**src/rtl/serial_add_sched.sv**
```systemverilog
// serial_add_sched: bit-serial add scheduler.
// One full-adder cell plus a carry flop is shared by two requesters under
// round-robin arbitration. The granted operands are shifted LSB-first through
// the cell, one bit per clock, and the WIDTH-bit Sum and final Cout are
// returned with a one-cycle Done pulse.
// Optional feature: define SERIAL_SUB_EN to add Sub0/Sub1 inputs that turn the
// operation into A-B (B inverted at capture, carry seeded with 1).
module serial_add_sched #(
    parameter int WIDTH = 8,
    parameter int CNT_W = 4
) (
    input  logic             Clk,
    input  logic             Reset_n,
    input  logic             Req0,
    input  logic [WIDTH-1:0] A0,
    input  logic [WIDTH-1:0] B0,
    input  logic             Req1,
    input  logic [WIDTH-1:0] A1,
    input  logic [WIDTH-1:0] B1,
`ifdef SERIAL_SUB_EN
    input  logic             Sub0,
    input  logic             Sub1,
`endif
    output logic             Grant0,
    output logic             Grant1,
    output logic             Busy,
    output logic             Done,
    output logic             DoneId,
    output logic [WIDTH-1:0] Sum,
    output logic             Cout
);

    typedef enum logic [1:0] {
        IDLE  = 2'd0,
        SHIFT = 2'd1,
        DONE  = 2'd2
    } state_t;

    // Count value on the edge that consumes the operand MSB.
    localparam logic [CNT_W-1:0] LAST_BIT = CNT_W'(WIDTH - 1);

    function automatic logic fa_sum(input logic a, input logic b, input logic c);
        return a ^ b ^ c;
    endfunction

    function automatic logic fa_carry(input logic a, input logic b, input logic c);
        return (a & b) | (a & c) | (b & c);
    endfunction

    state_t           state_q, state_d;
    logic             ptr_q, ptr_d;
    logic             id_q, id_d;
    logic [WIDTH-1:0] a_q, a_d;
    logic [WIDTH-1:0] b_q, b_d;
    logic [WIDTH-1:0] res_q, res_d;
    logic             carry_q, carry_d;
    logic [CNT_W-1:0] cnt_q, cnt_d;
    logic             grant0_q, grant0_d;
    logic             grant1_q, grant1_d;
    logic             busy_q, busy_d;
    logic             done_q, done_d;
    logic             done_id_q, done_id_d;
    logic [WIDTH-1:0] sum_q, sum_d;
    logic             cout_q, cout_d;

    logic             pick;
    logic [WIDTH-1:0] b_sel;
    logic             sub_sel;
    logic             bit_s;
    logic             bit_c;

    // Next-state, datapath and output logic for the arbitration/shift sequencer.
    always_comb begin
        state_d   = state_q;
        ptr_d     = ptr_q;
        id_d      = id_q;
        a_d       = a_q;
        b_d       = b_q;
        res_d     = res_q;
        carry_d   = carry_q;
        cnt_d     = cnt_q;
        grant0_d  = 1'b0;
        grant1_d  = 1'b0;
        busy_d    = busy_q;
        done_d    = 1'b0;
        done_id_d = done_id_q;
        sum_d     = sum_q;
        cout_d    = cout_q;
        pick      = 1'b0;
        b_sel     = '0;
        sub_sel   = 1'b0;
        bit_s     = 1'b0;
        bit_c     = 1'b0;

        case (state_q)
            IDLE: begin
                if (Req0 || Req1) begin
                    // A lone requester wins outright; on contention the pointer decides.
                    pick  = (Req0 && Req1) ? ptr_q : Req1;
                    b_sel = pick ? B1 : B0;
`ifdef SERIAL_SUB_EN
                    sub_sel = pick ? Sub1 : Sub0;
`endif
                    a_d      = pick ? A1 : A0;
                    b_d      = sub_sel ? ~b_sel : b_sel;
                    carry_d  = sub_sel;
                    cnt_d    = '0;
                    res_d    = '0;
                    id_d     = pick;
                    ptr_d    = ~pick;
                    grant0_d = ~pick;
                    grant1_d = pick;
                    busy_d   = 1'b1;
                    state_d  = SHIFT;
                end
            end

            SHIFT: begin
                bit_s   = fa_sum(a_q[0], b_q[0], carry_q);
                bit_c   = fa_carry(a_q[0], b_q[0], carry_q);
                res_d   = {bit_s, res_q[WIDTH-1:1]};
                a_d     = a_q >> 1;
                b_d     = b_q >> 1;
                carry_d = bit_c;
                cnt_d   = cnt_q + CNT_W'(1);
                if (cnt_q == LAST_BIT) begin
                    sum_d     = {bit_s, res_q[WIDTH-1:1]};
                    cout_d    = bit_c;
                    done_d    = 1'b1;
                    done_id_d = id_q;
                    state_d   = DONE;
                end
            end

            DONE: begin
                busy_d  = 1'b0;
                state_d = IDLE;
            end

            default: begin
                busy_d  = 1'b0;
                state_d = IDLE;
            end
        endcase
    end

    // State, datapath and output registers; reset aborts any operation at once.
    always_ff @(posedge Clk or negedge Reset_n) begin
        if (!Reset_n) begin
            state_q   <= IDLE;
            ptr_q     <= 1'b0;
            id_q      <= 1'b0;
            a_q       <= '0;
            b_q       <= '0;
            res_q     <= '0;
            carry_q   <= 1'b0;
            cnt_q     <= '0;
            grant0_q  <= 1'b0;
            grant1_q  <= 1'b0;
            busy_q    <= 1'b0;
            done_q    <= 1'b0;
            done_id_q <= 1'b0;
            sum_q     <= '0;
            cout_q    <= 1'b0;
        end else begin
            state_q   <= state_d;
            ptr_q     <= ptr_d;
            id_q      <= id_d;
            a_q       <= a_d;
            b_q       <= b_d;
            res_q     <= res_d;
            carry_q   <= carry_d;
            cnt_q     <= cnt_d;
            grant0_q  <= grant0_d;
            grant1_q  <= grant1_d;
            busy_q    <= busy_d;
            done_q    <= done_d;
            done_id_q <= done_id_d;
            sum_q     <= sum_d;
            cout_q    <= cout_d;
        end
    end

    assign Grant0 = grant0_q;
    assign Grant1 = grant1_q;
    assign Busy   = busy_q;
    assign Done   = done_q;
    assign DoneId = done_id_q;
    assign Sum    = sum_q;
    assign Cout   = cout_q;

endmodule

```
**config.mk**
```make
export PLATFORM = sky130hd
export DESIGN_NAME = serial_add_sched
export DESIGN_NICKNAME = d
export VERILOG_FILES = /design/src/rtl/serial_add_sched.sv
export SDC_FILE = /design/constraint.sdc
export NUM_CORES = 1
export LEC_CHECK = 0
export ABC_AREA = 1
export ABC_CLOCK_PERIOD_IN_PS = 3220
export CAP_MARGIN = 20
export CORE_MARGIN = 10
export CORE_UTILIZATION = 54
export CTS_CLUSTER_SIZE = 28
export DETAILED_ROUTE_END_ITERATION = 8
export GPL_TIMING_DRIVEN = 0
export HOLD_SLACK_MARGIN = 0.02
export PLACE_DENSITY_LB_ADDON = 0.25
export SLEW_MARGIN = 20
export SYNTH_ARGS = -nofsm -noshare
export SYNTH_HDL_FRONTEND = slang
export SYNTH_SLANG_ARGS = --single-unit
```
**constraint.sdc**
```tcl
create_clock -name Clk -period 3.22 [get_ports Clk]
set_clock_uncertainty 0.2 [all_clocks]
set_input_delay 0.483 -clock Clk [delete_from_list [all_inputs] [get_ports Clk]]
set_output_delay 0.483 -clock Clk [all_outputs]
set_load 0.02 [all_outputs]
```
**Word level (Yosys, flattened, before mapping)**

Cells that the tools add are included.

- Register bits: 47
- Latch bits: 0
- RAM bits: 0
- Memory bits (read-only): 0
- Input bits: 36
- Output and inout bits: 14
- Word-level logic and storage cells: 62
- Memories: 0

- $add $sub $neg: 1
- Multiply operators: 0
- Div/mod/pow operators: 0
- Magnitude comparators: 0
- Equality and inequality tests: 4
- Shift operators: 0
- Multiplexer cells: 24
- Bitwise gates (word level): 9
- Reduce and logical (&&, ||, !) cells: 9

Operators with widths:

| cell | count |
|---|---|
| $pmux W8 S2 | 3 |
| $mux W8 | 5 |
| $reduce_and A2 Y1 | 5 |
| $mux W1 | 9 |
| $pmux W4 S2 | 1 |
| $add A4 B1 Y4 const B | 1 |
| $eq A4 B3 Y1 const B | 1 |
| $mux W2 | 2 |
| $mux W4 | 1 |
| $ne A2 B2 Y1 const B | 2 |
| $pmux W1 S2 | 2 |
| $pmux W2 S2 | 1 |
| $and A1 B1 Y1 | 3 |
| $eq A2 B1 Y1 const B | 1 |
| $logic_not A2 Y1 | 1 |
| $not A1 Y1 | 2 |
| $or A1 B1 Y1 | 2 |
| $reduce_bool A2 Y1 | 1 |
| $xor A1 B1 Y1 | 2 |
| $logic_and A1 B1 Y1 | 1 |
| $logic_or A1 B1 Y1 | 1 |

**Depth between registers and ports, before layout**

- Word-level depth: 5
- Gate-level depth with buffers: 7

**Worst setup path after synthesis**

Ideal clock, no wire load.

- Path kind: reg2reg
- Start point: register cnt_q[0]
- End point: register cout_q, in the netlist Cout
- Library setup time: 0.065 ns
- Arrival: 1.198 ns
- Required time: 2.955 ns
- Slack: 1.757 ns
- Cell stages (with the launch flop): 6
- Cells stage by stage: dfrtp_1 ha_1 nand3_1 clkbuf_1 o21ai_1 nand2_1

- Word-level cells in the longest chain between the ends: 2

Ends and longest elaborated chain:

| what | RTL line | text |
|---|---|---|
| from (decl) | 57 | `logic [CNT_W-1:0] cnt_q, cnt_d;` |
| from (signal assigned) | 173 | `cnt_q <= cnt_d;` |
| $eq A4 B3 Y1 | 126 | `if (cnt_q == LAST_BIT) begin` |
| $reduce_and A2 Y1 (no line) | - |  |
| to (signal assigned) | 180 | `cout_q <= cout_d;` |
| to (decl) | 64 | `logic cout_q, cout_d;` |

No other way between the ends.
A chain may end at the register's enable or synchronous reset.

**Worst setup path in the final report**

- Start point: register sum_q[6], in the netlist Sum[6]
- End point: output port Sum[6]

RTL lines:

| what | RTL line | text |
|---|---|---|
| from (decl) | 63 | `logic [WIDTH-1:0] sum_q, sum_d;` |
| from (signal assigned) | 179 | `sum_q <= sum_d;` |
| to (decl) | 29 | `output logic [WIDTH-1:0] Sum,` |

No word-level cell between the ends.

==> results.py <==
metrics = {
    "power_and_ir_drop": {
        "power.density_nw_per_um2": 867,
        "leakagePower_uw": 0.00145,
        "irDropWorstVdd_v": 0.000345,
        "power_uw": 2490,
    },
    "worst_setup_path": {
        "r2r_start": "cnt_q[0]",
        "worst-path-buf-inv": 1,
        "cp.required_ps": 2540,
        "cpPeakStageDelay_ps": 630,
        "critical-path-top-delay-family": "buffers and inverters",
        "path_class": "reg -> out",
        "crit_chain": "clkdlybuf4s50_1",
        "cp.arrival_ps": 1290,
        "r2r_end": "Sum[7]",
        "slowest_stage": "clkdlybuf4s50_1",
        "ff2ff_path_depth": 5,
        "end_kind": "output pin",
        "rrSetupSlack_ps": 1500,
        "path_max_fanout": 2,
        "cp-start-kind": "register",
    },
    "synth": {
        "avgSynthCellArea_um2": 8.04,
        "synth_edf_count": 0,
        "synth_top_area_share": 0.520,
        "ys_ff_latch": 46,
        "yosysMostFrequentCell": "nand2_1",
        "synth_nets": 313,
        "postSynthCellCount": 275,
        "seq_area_frac_synth": 0.520,
        "synthFlopType": "dfrtp_1",
        "yosysTopAreaCell": "dfrtp_1",
        "syn_area_um2": 2210,
        "synth_cell_type_count": 20,
        "yosysWarnings": 0,
        "synth_common_cells": "nand2_1 (81), nand3_1 (65), dfrtp_1 (46)",
        "synth_area_leaders": "dfrtp_1 (52%), nand3_1 (15%), nand2_1 (14%)",
        "async_flop_share": 1.00,
    },
    "grt": {
        "met1_usage": 0.173,
        "grt_max_degree": 32,
        "grt_usage": 0.150,
        "grtUsageMet2": 0.238,
        "met3_usage": 0.0625,
        "grt_pass1_wl_um": 8910,
        "overflow": 0,
        "antenna_found_initial": 0,
        "busiest_layer": "met2",
        "grt_pass1_vias": 1914,
    },
    "sta": {
        "tightest_slew_ps": 466,
        "fmax_mhz": 506,
        "period_minus_slack_ps": 1980,
        "timing.final.crit_share": 0.613,
        "rsz0062_at_grt": "no",
        "hold_viol": 0,
        "drv_slew": 0,
        "setup_tns_ps": 0,
        "maxSlewHeadroom": 0.689,
        "finalSetupViolCount": 0,
        "hold_slack_ps": 284,
    },
    "worst_hold_path": {
        "hold_end": "Sum[4]",
        "holdCritPathClass": "reg -> reg",
        "holdCritStartpoint": "Sum[4]",
        "worst_hold_path.num_cells": 2,
    },
    "routing": {
        "vias": 1936,
        "drtIter0Drc": 76,
        "routedWlPerCell_um": 13.3,
        "ant_nets": 0,
        "vias_per_cell": 5.05,
        "firstDrtPassIters": 4,
        "wl_um": 5110,
        "drc": 0,
    },
    "floorplanning": {
        "die_h_um": 84.0,
        "coreArea_um2": 3970,
        "start_util": 0.557,
        "std_cell_rows": 23,
        "dieArea_um2": 7060,
        "die_x_um": 84.0,
        "io_pins": 50,
    },
    "placement": {
        "dp_hpwl_um": 3940,
        "numPortBuffers": 48,
        "place_congestion": 0.835,
    },
    "cts": {
        "cts.sinks": 46,
        "cts_tree": "done",
        "clk_path_buf_depth": 2,
        "h-tree-depth": 2,
        "insertion_delay_ps": 300,
        "cts_root_buffer": "clkbuf_8",
        "holdBufCountCts": 1,
        "cts-resized-gates": 0,
        "cts_buffers": 5,
        "clk_pin_slew_ps": 80,
        "post_cts_buffers": 0,
    },
    "run_status": {
        "status": "complete, no violations",
    },
    "layout": {
        "fillers": 323,
        "num-nets-final": 370,
        "final_core_util": 0.723,
        "area_growth_pct": 29.8,
        "antenna_cells": 0,
        "layout-drive-gt1-share": 0.0931,
    },
    "job": {
        "maxCapViolations": 0,
    },
}
==> worst max path at each step <==
stage / from / end / depth (start not counted)
6_report: Sum[6] / Sum[6] / 1
5_1_grt: Sum[6] / Sum[6] / 1
4_1_cts: Sum[6] / Sum[6] / 1
3_5_place_dp: Req0 / b_q[0] / 7
3_3_place_gp: Reset_n / Grant0 / 1
2_1_floorplan: cnt_q[0] / Cout / 5
==> metrics by stage <==
| step | instance area, um2 | std cells | worst slack (ps) |
|---|---|---|---|
| 2_1_floorplan | 2210 | 275 | 1760 |
| 3_3_place_gp | 2760 | 373 | 265 |
| 3_5_place_dp | 2770 | 374 | 1130 |
| 4_1_cts | 2870 | 383 | 1220 |
| 5_1_grt | 2870 | 383 | 1200 |
| 6_report | 2870 | 383 | 1240 |
==> worst reg2reg max path, stage by stage, from the launching register on <==
cell and delay (ps):
dfrtp_1 430, ha_1 240, nand3_1 170, clkbuf_1 400, o21ai_1 150, nand2_1 70
==> state kept, by name, summed over array words and instances (netlist names), 2 cells and up <==
| name | cells |
|---|---|
| Sum | 8 |
| a_q | 8 |
| b_q | 8 |
| cnt_q | 4 |
| res_q | 7 |
| state_q | 2 |
==> cells in the final DEF (no fill, tap or decap) <==
master / instances
a21oi_1: 3
clkbuf_8: 6
buf_12: 1
nand2_2: 2
o21ai_0: 2
dfrtp_1: 46
inv_1: 32
xnor2_1: 1
nand4_1: 1
nand2_1: 81
clkinv_2: 1
ha_1: 1
clkbuf_1: 2
buf_2: 9
nand3_1: 65
o21ai_1: 13
nor2_4: 3
clkdlybuf4s50_1: 47
fa_1: 1
nor2_2: 2
buf_6: 1
inv_2: 2
nor2_1: 6
dlygate4sd3_1: 1
buf_4: 4
==> area by class of cell <==
type	instances	area, um2	share of cell area
plain buffers	14	85.1	0.0296
multi-input cells	181	848	0.295
clock buffers	7	86.3	0.0301
repair buffers	50	505	0.176
clock inverters	1	5.00	0.00174
flip-flops and latches	46	1150	0.401
inverters	34	128	0.0444
well taps	50	62.6	0.0218
==> metal layers <==
metal,up-vias,wire length (um)
met5,-,0
met4,0,85
met3,9,444
met2,56,2440
met1,891,2140
li1,980,-
==> power breakdown <==
part           switching, uW  internal [uW]  total (uW)
Clock                    187            173         360
Combinational            658            470        1130
Sequential               158            844        1000
Total                   1000           1490        2490
==> cells by family after synthesis <==
group	count (synthesis)	share of synthesized area
flops	46	0.520
xor+xnor	1	0.00396
simple gates	160	0.324
fa+ha+maj	2	0.0147
compound gates	18	0.0407
buf+inv	48	0.0962
No activity file was read; power rests on OpenSTA's default activity.
